===== src/rtl/vga_capture_rx.sv =====
// 720p VGA receive side: sync-edge timing recovery and pixel write stream.
// Optional DOWNSCALE_EN selects 2x decimation into a half-size buffer.
module vga_capture_rx #(
    parameter int IMAGE_WIDTH   = 1280,
    parameter int IMAGE_HEIGHT  = 720,
    parameter int HFP_WIDTH     = 110,
    parameter int HSYNCH_WIDTH  = 40,
    parameter int HBP_WIDTH     = 220,
    parameter int VFP_HEIGHT    = 5,
    parameter int VSYNCH_HEIGHT = 5,
    parameter int VBP_HEIGHT    = 20,
    parameter int ADDR_W        = 20
) (
    input  logic              clk,
    input  logic              reset,
    input  logic              VGA_HS,
    input  logic              VGA_VS,
    input  logic [7:0]        VGA_R,
    input  logic [7:0]        VGA_G,
    input  logic [7:0]        VGA_B,
    output logic              pix_valid,
    output logic [10:0]       pix_x,
    output logic [9:0]        pix_y,
    output logic [ADDR_W-1:0] pix_addr,
    output logic [23:0]       pix_data,
    output logic              frame_start,
    output logic              locked,
    output logic              sync_err
);

    localparam int H_TOTAL = IMAGE_WIDTH + HFP_WIDTH + HSYNCH_WIDTH + HBP_WIDTH;
    localparam int V_TOTAL = IMAGE_HEIGHT + VFP_HEIGHT + VSYNCH_HEIGHT + VBP_HEIGHT;

    localparam logic [10:0] H_LAST   = 11'(H_TOTAL - 1);
    localparam logic [10:0] HS_START = 11'(IMAGE_WIDTH + HFP_WIDTH);
    localparam logic [10:0] H_ACT    = 11'(IMAGE_WIDTH);
    localparam logic [9:0]  V_LAST   = 10'(V_TOTAL - 1);
    localparam logic [9:0]  VS_START = 10'(IMAGE_HEIGHT + VFP_HEIGHT);
    localparam logic [9:0]  V_ACT    = 10'(IMAGE_HEIGHT);

    typedef enum logic [1:0] {
        UNLOCKED,
        H_ALIGN,
        LOCKED
    } state_t;

    state_t state, state_d;

    logic        hs_s1, hs_s2, vs_s1, vs_s2;
    logic [23:0] rgb_s1;
    logic [10:0] h_cnt, h_d;
    logic [9:0]  v_cnt, v_d;

    logic hs_rise, vs_rise, at_hs, at_vs;
    logic hs_err, vs_err, h_wrap, viol, live, act;

    logic              valid_d;
    logic [10:0]       x_d;
    logic [9:0]        y_d;
    logic [ADDR_W-1:0] addr_d;

    always_comb begin
        hs_rise = hs_s1 & ~hs_s2;
        vs_rise = vs_s1 & ~vs_s2;
        at_hs   = (h_cnt == HS_START);
        at_vs   = (v_cnt == VS_START) && (h_cnt == 11'd0);
        hs_err  = hs_rise ^ at_hs;
        vs_err  = vs_rise ^ at_vs;
        h_wrap  = (h_cnt == H_LAST);
    end

    always_comb begin
        state_d = state;
        viol    = 1'b0;
        unique case (state)
            UNLOCKED: begin
                if (hs_rise) state_d = H_ALIGN;
            end
            H_ALIGN: begin
                if (hs_err) begin
                    state_d = UNLOCKED;
                end else if (vs_rise) begin
                    state_d = (h_cnt == 11'd0) ? LOCKED : UNLOCKED;
                end
            end
            LOCKED: begin
                if (hs_err || vs_err) begin
                    state_d = UNLOCKED;
                    viol    = 1'b1;
                end
            end
            default: state_d = UNLOCKED;
        endcase
    end

    // counters track the stage-1 sample; an align event loads them
    always_comb begin
        h_d = h_wrap ? 11'd0 : h_cnt + 11'd1;
        v_d = v_cnt;
        if (h_wrap) v_d = (v_cnt == V_LAST) ? 10'd0 : v_cnt + 10'd1;
        if (state == UNLOCKED && hs_rise) h_d = HS_START + 11'd1;
        if (state == H_ALIGN && !hs_err && vs_rise && h_cnt == 11'd0) begin
            v_d = VS_START;
        end
    end

    always_comb begin
        live = (state == LOCKED) && !viol;
        act  = (h_cnt < H_ACT) && (v_cnt < V_ACT);
`ifdef DOWNSCALE_EN
        valid_d = live && act && !h_cnt[0] && !v_cnt[0];
        x_d     = {1'b0, h_cnt[10:1]};
        y_d     = {1'b0, v_cnt[9:1]};
        addr_d  = ADDR_W'(y_d) * ADDR_W'(IMAGE_WIDTH / 2) + ADDR_W'(x_d);
`else
        valid_d = live && act;
        x_d     = h_cnt;
        y_d     = v_cnt;
        addr_d  = ADDR_W'(v_cnt) * ADDR_W'(IMAGE_WIDTH) + ADDR_W'(h_cnt);
`endif
    end

    always_ff @(posedge clk) begin
        if (reset) state <= UNLOCKED;
        else       state <= state_d;
    end

    always_ff @(posedge clk) begin
        if (reset) begin
            hs_s1       <= 1'b0;
            hs_s2       <= 1'b0;
            vs_s1       <= 1'b0;
            vs_s2       <= 1'b0;
            rgb_s1      <= '0;
            h_cnt       <= '0;
            v_cnt       <= '0;
            pix_valid   <= 1'b0;
            pix_x       <= '0;
            pix_y       <= '0;
            pix_addr    <= '0;
            pix_data    <= '0;
            frame_start <= 1'b0;
            locked      <= 1'b0;
            sync_err    <= 1'b0;
        end else begin
            hs_s1       <= VGA_HS;
            hs_s2       <= hs_s1;
            vs_s1       <= VGA_VS;
            vs_s2       <= vs_s1;
            rgb_s1      <= {VGA_R, VGA_G, VGA_B};
            h_cnt       <= h_d;
            v_cnt       <= v_d;
            pix_valid   <= valid_d;
            pix_x       <= x_d;
            pix_y       <= y_d;
            pix_addr    <= addr_d;
            pix_data    <= rgb_s1;
            frame_start <= live && h_cnt == 11'd0 && v_cnt == 10'd0;
            locked      <= (state_d == LOCKED);
            sync_err    <= viol;
        end
    end

endmodule

===== config.mk =====
export PLATFORM = sky130hd
export DESIGN_NAME = vga_capture_rx
export DESIGN_NICKNAME = d
export VERILOG_FILES = /design/src/rtl/vga_capture_rx.sv
export SDC_FILE = /design/constraint.sdc
export NUM_CORES = 1
export LEC_CHECK = 0
export ABC_AREA = 0
export CAP_MARGIN = 30
export CORE_UTILIZATION = 50
export CTS_CLUSTER_SIZE = 16
export DETAILED_ROUTE_END_ITERATION = 7
export DONT_BUFFER_PORTS = 1
export GPL_TIMING_DRIVEN = 0
export PLACE_DENSITY = 0.68
export SYNTH_ARGS = -nofsm -noshare
export SYNTH_HDL_FRONTEND = slang
export SYNTH_SLANG_ARGS = --single-unit

===== constraint.sdc =====
create_clock -name clk -period 2.6 [get_ports clk]
set_clock_uncertainty 0.05 [all_clocks]
set_input_delay 0.52 -clock clk [delete_from_list [all_inputs] [get_ports clk]]
set_output_delay 0.52 -clock clk [all_outputs]
set_load 0.005 [all_outputs]

==> Word level (Yosys, flattened, before mapping) <==
Index checks and enable logic that the tools add are counted.
Widths: inputs -> output; s select.
{ "totals": {"regBits": 120} }
{ "classes": {"n_addsub": 3, "mul": 1, "n_lt_le_gt_ge": 2, "eq_ne": 7, "n_mux": 13, "n_bitwise": 6, "reduce_logical": 19} }
{ "ops": {"columns": ["operator", "count"], "rows": [
  ["$mux 10", 3],
  ["$eq 11x11->1 const B", 2],
  ["$mux 11", 2],
  ["$add 20x11->20", 1],
  ["$eq 10x10->1 const B", 2],
  ["$mul 10x3->12 const B", 1],
  ["$add 11x1->11 const B", 1],
  ["$logic_not 11->1", 1],
  ["$lt 11x11->1 const B", 1],
  ["$add 10x1->10 const B", 1],
  ["$logic_and 1x1->1", 10],
  ["$logic_not 10->1", 1],
  ["$lt 10x10->1 const B", 1],
  ["$mux 2", 5],
  ["$pmux 2 s3", 1],
  ["$eq 2x2->1 const B", 2],
  ["$reduce_or 3->1", 1],
  ["$and 1x1->1", 2],
  ["$eq 2x1->1 const B", 1],
  ["$logic_not 1->1", 2],
  ["$logic_not 2->1", 1],
  ["$mux 1", 2],
  ["$not 1->1", 2],
  ["$reduce_bool 2->1", 1],
  ["3 further kinds", 4]
]} }

==> Depth between registers and ports, before layout <==
Gate-level depths: netlist of run 1.
{ "logic_depth": {"ltp_word": 10, "ltp_mapped": 8, "ltp_nobuf": 8} }

==> Worst setup path after synthesis of run 1 <==
OpenSTA, ideal clock, no wires.
{ "synth_path": {"path_type": "register -> register", "from": "reg v_cnt[1]", "to": "reg pix_addr[19]", "t_arrival_ns": 2.516, "required_time_ns": 2.429, "setup_slack_ns": -0.088, "stages_incl_launch_ff": 9, "n_path_buf": 0, "period_less_slack_ns": 2.688, "path_cell_list": "dfxtp_1 ha_1 ha_1 fa_1 a211o_1 a211oi_1 o22ai_1 nor4b_4 mux2_4"} }
{ "synth_via": {"elab_chain_len": 2} }
{ "synth_lines": {"columns": ["item", "line_no", "source"], "rows": [
  ["from (decl)", "52", "logic [9:0] v_cnt, v_d;"],
  ["from (signal assigned)", "152", "v_cnt <= v_d;"],
  ["$mul 10x3->12", "119", "addr_d = ADDR_W'(v_cnt) * ADDR_W'(IMAGE_WIDTH) + ADDR_W'(h_cnt);"],
  ["$add 20x11->20", "119", null],
  ["to (signal assigned)", "156", "pix_addr <= addr_d;"],
  ["to (decl)", "24", "output logic [ADDR_W-1:0] pix_addr,"]
]} }
No other way between the ends.
A chain may end at the register's enable or synchronous reset.

==> Final worst setup path of run 1 <==
{ "layout_path": {"from": "reg v_cnt[3]", "to": "reg pix_addr[19]"} }
The elaborated chain is that of the path after synthesis.

==> reports/metrics.cfg, run 1 <==
[power_and_ir_drop]
seqPwrFrac_pct=60.9
clkPwrFrac_pct=33.1
p_int_w=0.002224
power_density_nw_per_um2=581.3
power_frac_comb_pct=5.9
vdd_drop_max_v=0.0002690
switchingPower_w=0.0007532
p_sw_share_pct=25.30
p_leak_nw=2.046

[global_routing]
gr-total-overflow=0
grt_first_pass_wirelength_um=15440
grt_util_all_layers_pct=20.44
grt_pass1_vias=3240
grt_max_degree=21
antenna_found_initial=0

[run_status]
status=finished, violations left
violations=DRC, setup timing

[routing]
drt_iter0_drc=213
route.met3.wl_um=527
num_vias=3325
drt_wl_total_um=9444
wirelength_met1_um=4042
wire_per_inst_um=15.82
dr_wl_met2_um=4626
ant_nets=0
drc=7
first_pass_iters=8
vias_per_cell=5.570
top_layer=met4

[clock_tree]
holdBufCountCts=0
numCtsBuffers=9
insertion_delay_ns=0.37
cts_root_buffer=clkbuf_8
h-tree-depth=3
cts_tree=yes
clock_sinks=112
clkSlewWorstSetupHoldPaths_ns=0.11
cts_buffer_depth=2

[synthesis]
synthCells=465
synthArstFlopShare_pct=0
synth_top_area_share_pct=48.68
yosysUniqueCellTypes=62
yosys_warnings=0
synth_area_um2=4606
ys.flop_type=dfxtp_1
yosysTopAreaCell=dfxtp_1
ys_top_cells_by_area=dfxtp_1 49%, nor2b_1 10%, ha_1 7.1%, nor2_1 2.4%, o21ai_0 2.3%
synth-seq-cells=112
avgSynthCellArea_um2=9.905
synth_seq_area_share_pct=48.68
synth_nets=521
synth_edf_count=0

[timing]
drv_slew=0
setup_slack_ns=-0.04445
fmax_ghz=0.3782
finalSetupViolCount=2
holdWs_ns=0.2166
rsz0062_at_grt=true
tns_ns=-0.07559
finalCritPeriodShare_pct=101.7
slew_headroom_pct=41.80
hold_viol_final=0
period_needed_ns=2.644
worst_pin_slew_ns=0.8621

[critical_path]
critPathBufInv=0
cp_top_family=adder cells
worst_path_max_delay_cell=dfxtp_4
crit_type=flop to flop
worst_path_most_repeated_cell=ha_4
r2r_cells=8
crit_path_end=pix_addr[19]$_SDFF_PP0_
worstReg2RegEnd=pix_addr[19]$_SDFF_PP0_
worstSetupEndpointType=flop
worst-path-max-fanout=4
cp.arrival_ns=2.87
critPathLaunch=v_cnt[3]$_SDFFE_PP0P_
path_cells=ha_4 > ha_4 > fa_2 > a211o_1 > a22oi_1 > nand4_1 > nor4b_4 > mux2_4
cp.depth=8
r2r_slack_ns=-0.04
slowest_delay_ns=0.38
reg2reg_from=v_cnt[3]$_SDFFE_PP0P_
crit_required_ns=2.82
worst_setup_path_start_kind=flop

[die]
start_util_pct=52.30
die-area_um2=9599
num_rows=34
die_w_um=97.98
design.core.area_um2=8806
fp.dieH_um=97.98
pin_count=97

[placement]
place_congestion=0.8660
place_area_um2=4777
place_inst=573
place.port_buffers=0
pre_cts_ws_ns=-0.2605
dp_hpwl_um=6549

[finish]
mostFrequentLayoutCell=dfxtp_1
multi_input_area_um2=2275
layout.nets=540
drive_gt1_share_pct=15.54
finalNonFillerCells=597
syn2layout_area_growth_pct=11.19
fill_cells=774
antenna_cells=0
regArea_um2=2267
final_cell_mix=104 x dfxtp_1, 76 x nor2b_1, 30 x nor2_1
stdcell_area_um2=5121

[min_path]
worstHoldStart=VGA_R[3]
min_path_type=input pin to flop

[flow_run]
maxCapViolCount=0

-- area by class of cell --
type                            instances  share of cell area, %
Multi-Input combinational cell        313                  44.42
Sequential cell                       112                  44.27
Buffer                                 28                  2.932
Tap cell                              108                  2.639
Clock buffer                           10                  2.492
Clock inverter                          6                  1.197
Timing Repair Buffer                    8                  1.173
Inverter                               12                 0.8796
-- logic make-up after synthesis --
family,synth area share (%)
xor+xnor,2.853
mux,0.5432
compound gates,10.51
fa+ha+maj,7.933
buf+inv,4.238
flops,48.68
simple gates,25.24
-- layer usage --
metal  track usage (%)  vias up
met1             24.67     1554
met4             8.858        0
li1                  -     1633
met3             4.796       22
met5                 0        -
met2             34.78      116
-- cell usage after synthesis (3+ instances only) --
cell type and number:
a21o_1 3, inv_1 11, nand3_1 18, ha_1 26, nor3_1 7, a31oi_1 7, nor4b_1 3, xor2_1 7
nand3b_1 6, a211oi_1 6, a221o_1 3, or4_1 3, nor4_1 5, buf_2 4, dfxtp_1 112, o21ai_0 21
nor2b_1 76, nor2_1 30, buf_4 8, nand2_1 17, clkbuf_1 15, xnor2_1 8, a211o_1 3, a21oi_1 10
and3_1 9
-- worst min-delay path by stage --
| stage | endpoint | cells after the start |
|---|---|---|
| after floorplan | pix_data[0]$_SDFF_PP0_ | 1 |
| after global placement | pix_data[20]$_SDFF_PP0_ | 1 |
| after detailed placement | pix_data[18]$_SDFF_PP0_ | 1 |
| after CTS | rgb_s1[8]$_SDFF_PP0_ | 1 |
| after global routing | rgb_s1[13]$_SDFF_PP0_ | 1 |
| final | rgb_s1[19]$_SDFF_PP0_ | 1 |
-- stage by stage --
step	utilization [%]	power (W)
floorplan	-	0.001988
global placement	54.25	0.002029
detailed placement	54.25	0.002036
CTS	58.01	0.002999
global route	58.16	0.003103
finish	58.16	0.002977
-- repair_timing --
item                       CTS  global route
pin swaps                   13             4
setup buffers                8             0
gates resized for setup     20             3
setup endpoints to repair    3             7
hold endpoints to repair     0             0
-- power groups by stage --
stage	combinational [W]	sequential (W)	clock [W]
after floorplan	0.000141	0.00185	0
after global placement	0.000172	0.00186	0
after detailed placement	0.000177	0.00186	0
after CTS	0.000178	0.00181	0.00101
after global routing	0.000202	0.00182	0.00108
final	0.000177	0.00181	0.000987
-- sequential cells by signal, summed over array words and instances, names as in the netlist --
register and flops:
frame_start 1, h_cnt 11, pix_data 24, v_cnt 10, vs_s2 1, pix_valid 1, rgb_s1 24, hs_s1 1
pix_y 10, locked 1, vs_s1 1, state 2, pix_x 11, pix_addr 12, sync_err 1, hs_s2 1
No activity file was read; power rests on OpenSTA's default activity.
==> inputs of run 2 (changes only) <==
--- a/config.mk
+++ b/config.mk
@@ -13,6 +13,7 @@
 export DONT_BUFFER_PORTS = 1
 export GPL_TIMING_DRIVEN = 0
 export PLACE_DENSITY = 0.68
+export RECOVER_POWER = 50
 export SYNTH_ARGS = -nofsm -noshare
 export SYNTH_HDL_FRONTEND = slang
 export SYNTH_SLANG_ARGS = --single-unit
==> reports/metrics.cfg, run 2 (same netlist as run 1, synthesis figures left out) <==
[run_status]
status=finished, violations left
violations=DRC, setup timing

[finish]
drive_gt1_share_pct=15.34
fill_cells=775
utilization_pct=58.04
antenna_cells=0
finalNonFillerCells=597
mostFrequentLayoutCell=dfxtp_1
syn2layout_area_growth_pct=10.98
reg.largest.list=pix_data: 24 flops, rgb_s1: 24 flops, pix_addr: 12 flops
stdcell_area_um2=5111
regArea_um2=2267
multi_input_area_um2=2275
final_cell_mix=104 x dfxtp_1, 76 x nor2b_1, 30 x nor2_1
layout.nets=540

[timing]
slew_headroom_pct=38.35
setup_slack_ns=-0.04548
rsz0062_at_grt=true
holdWs_ns=0.2174
hold_viol_final=0
finalCritPeriodShare_pct=101.7
finalSetupViolCount=2
period_needed_ns=2.645
worst_pin_slew_ns=0.9132
fmax_ghz=0.3780
drv_slew=0

[die]
num_rows=34
design.core.area_um2=8806
start_util_pct=52.30
die-area_um2=9599
pin_count=97
fp.dieH_um=97.98
die_w_um=97.98

[power_and_ir_drop]
vdd_drop_max_v=0.0002693
p_int_w=0.002222
power_density_nw_per_um2=582.2
clkPwrFrac_pct=33.2
switchingPower_w=0.0007535
p_sw_share_pct=25.32
seqPwrFrac_pct=60.9
p_leak_nw=2.040
power_frac_comb_pct=5.9

[clock_tree]
insertion_delay_ns=0.37
cts_tree=yes
cts_buffer_depth=2
h-tree-depth=3
cts_root_buffer=clkbuf_8
numCtsBuffers=9
holdBufCountCts=0
clkSlewWorstSetupHoldPaths_ns=0.11
clock_sinks=112

[global_routing]
antenna_found_initial=0
grt_util_all_layers_pct=20.44
grt_first_pass_wirelength_um=15440
grt_max_degree=21
grt_pass1_vias=3240
gr-total-overflow=0

[critical_path]
worstSetupEndpointType=flop
crit_required_ns=2.82
crit_type=flop to flop
worst_setup_path_start_kind=flop
cp.arrival_ns=2.86
worst-path-max-fanout=4

[placement]
place_inst=573
place_congestion=0.8660
place.port_buffers=0
place_area_um2=4777
dp_hpwl_um=6549

[routing]
num_vias=3293
ant_nets=0
drt_iter0_drc=214
drt_wl_total_um=9464
vias_per_cell=5.516
wire_per_inst_um=15.85
first_pass_iters=8
drc=8

[flow_run]
maxCapViolCount=0

[min_path]
min_path_type=input pin to flop

## run 2: cell count changes in the layout (fill, tap and decap cells not counted)
cell / before / now
clkbuf_1: 16 / 17
clkbuf_8: 10 / 9
## run 2: per-layer routing
layer / share of wire, % / global-route usage (%) / vias up
met5: 0 / 0 / -
met4: 2.2 / 8.858 / 0
met3: 5.7 / 4.796 / 18
met2: 49 / 34.78 / 100
met1: 43 / 24.67 / 1545
li1: - / - / 1630
## run 2: metrics by stage
| step | setup slack [ns] | TNS, ns | total power, W |
|---|---|---|---|
| after global routing | -0.1485 | -0.3905 | 0.003102 |
| after global placement | -0.2499 | -0.5450 | 0.002029 |
| after floorplan | 0.01513 | 0 | 0.001988 |
| after CTS | -0.06245 | -0.09411 | 0.002999 |
| final | -0.04548 | -0.07858 | 0.002976 |
| after detailed placement | -0.2605 | -0.5470 | 0.002036 |
## run 2: cell type report
class                           count  area share [%]
Buffer                             28           2.742
Timing Repair Buffer                8           1.175
Clock buffer                       10           2.497
Multi-Input combinational cell    313           44.50
Inverter                           12          0.8813
Clock inverter                      6           1.200
Sequential cell                   112           44.36
Tap cell                          108           2.644
## run 2: power by group through the flow
stage	Sequential, W	Combinational (W)	Clock [W]
floorplan	0.00185	0.000141	0
global placement	0.00186	0.000172	0
detailed placement	0.00186	0.000177	0
CTS	0.00181	0.000178	0.00101
global route	0.00182	0.000200	0.00108
finish	0.00181	0.000176	0.000987
## run 2: what timing repair did
| item | in CTS | in global routing |
|---|---|---|
| pin swaps | 13 | 4 |
| setup endpoints to repair | 3 | 7 |
| buffers inserted | 8 | 0 |
| gates resized for setup | 20 | 3 |
| cloned | 0 | 0 |
## run 2: final timing paths
check,from,to,cells after the start,slack [ns]
worst max-delay path,v_cnt[3]$_SDFFE_PP0P_,pix_addr[19]$_SDFF_PP0_,8,-0.05
worst min-delay path,VGA_R[3],rgb_s1[19]$_SDFF_PP0_,1,0.22
worst max register to register,v_cnt[3]$_SDFFE_PP0P_,pix_addr[19]$_SDFF_PP0_,8,-0.05
worst min register to register,rgb_s1[18]$_SDFF_PP0_,pix_data[18]$_SDFF_PP0_,1,0.39
## run 2: worst max-delay path: stages, from the launching register on
cell and delay [ns]:
dfxtp_4 0.38, ha_4 0.22, ha_4 0.17, fa_2 0.37, a211o_1 0.33, a22oi_1 0.15, nand4_1 0.18, nor4b_4 0.35
mux2_4 0.33
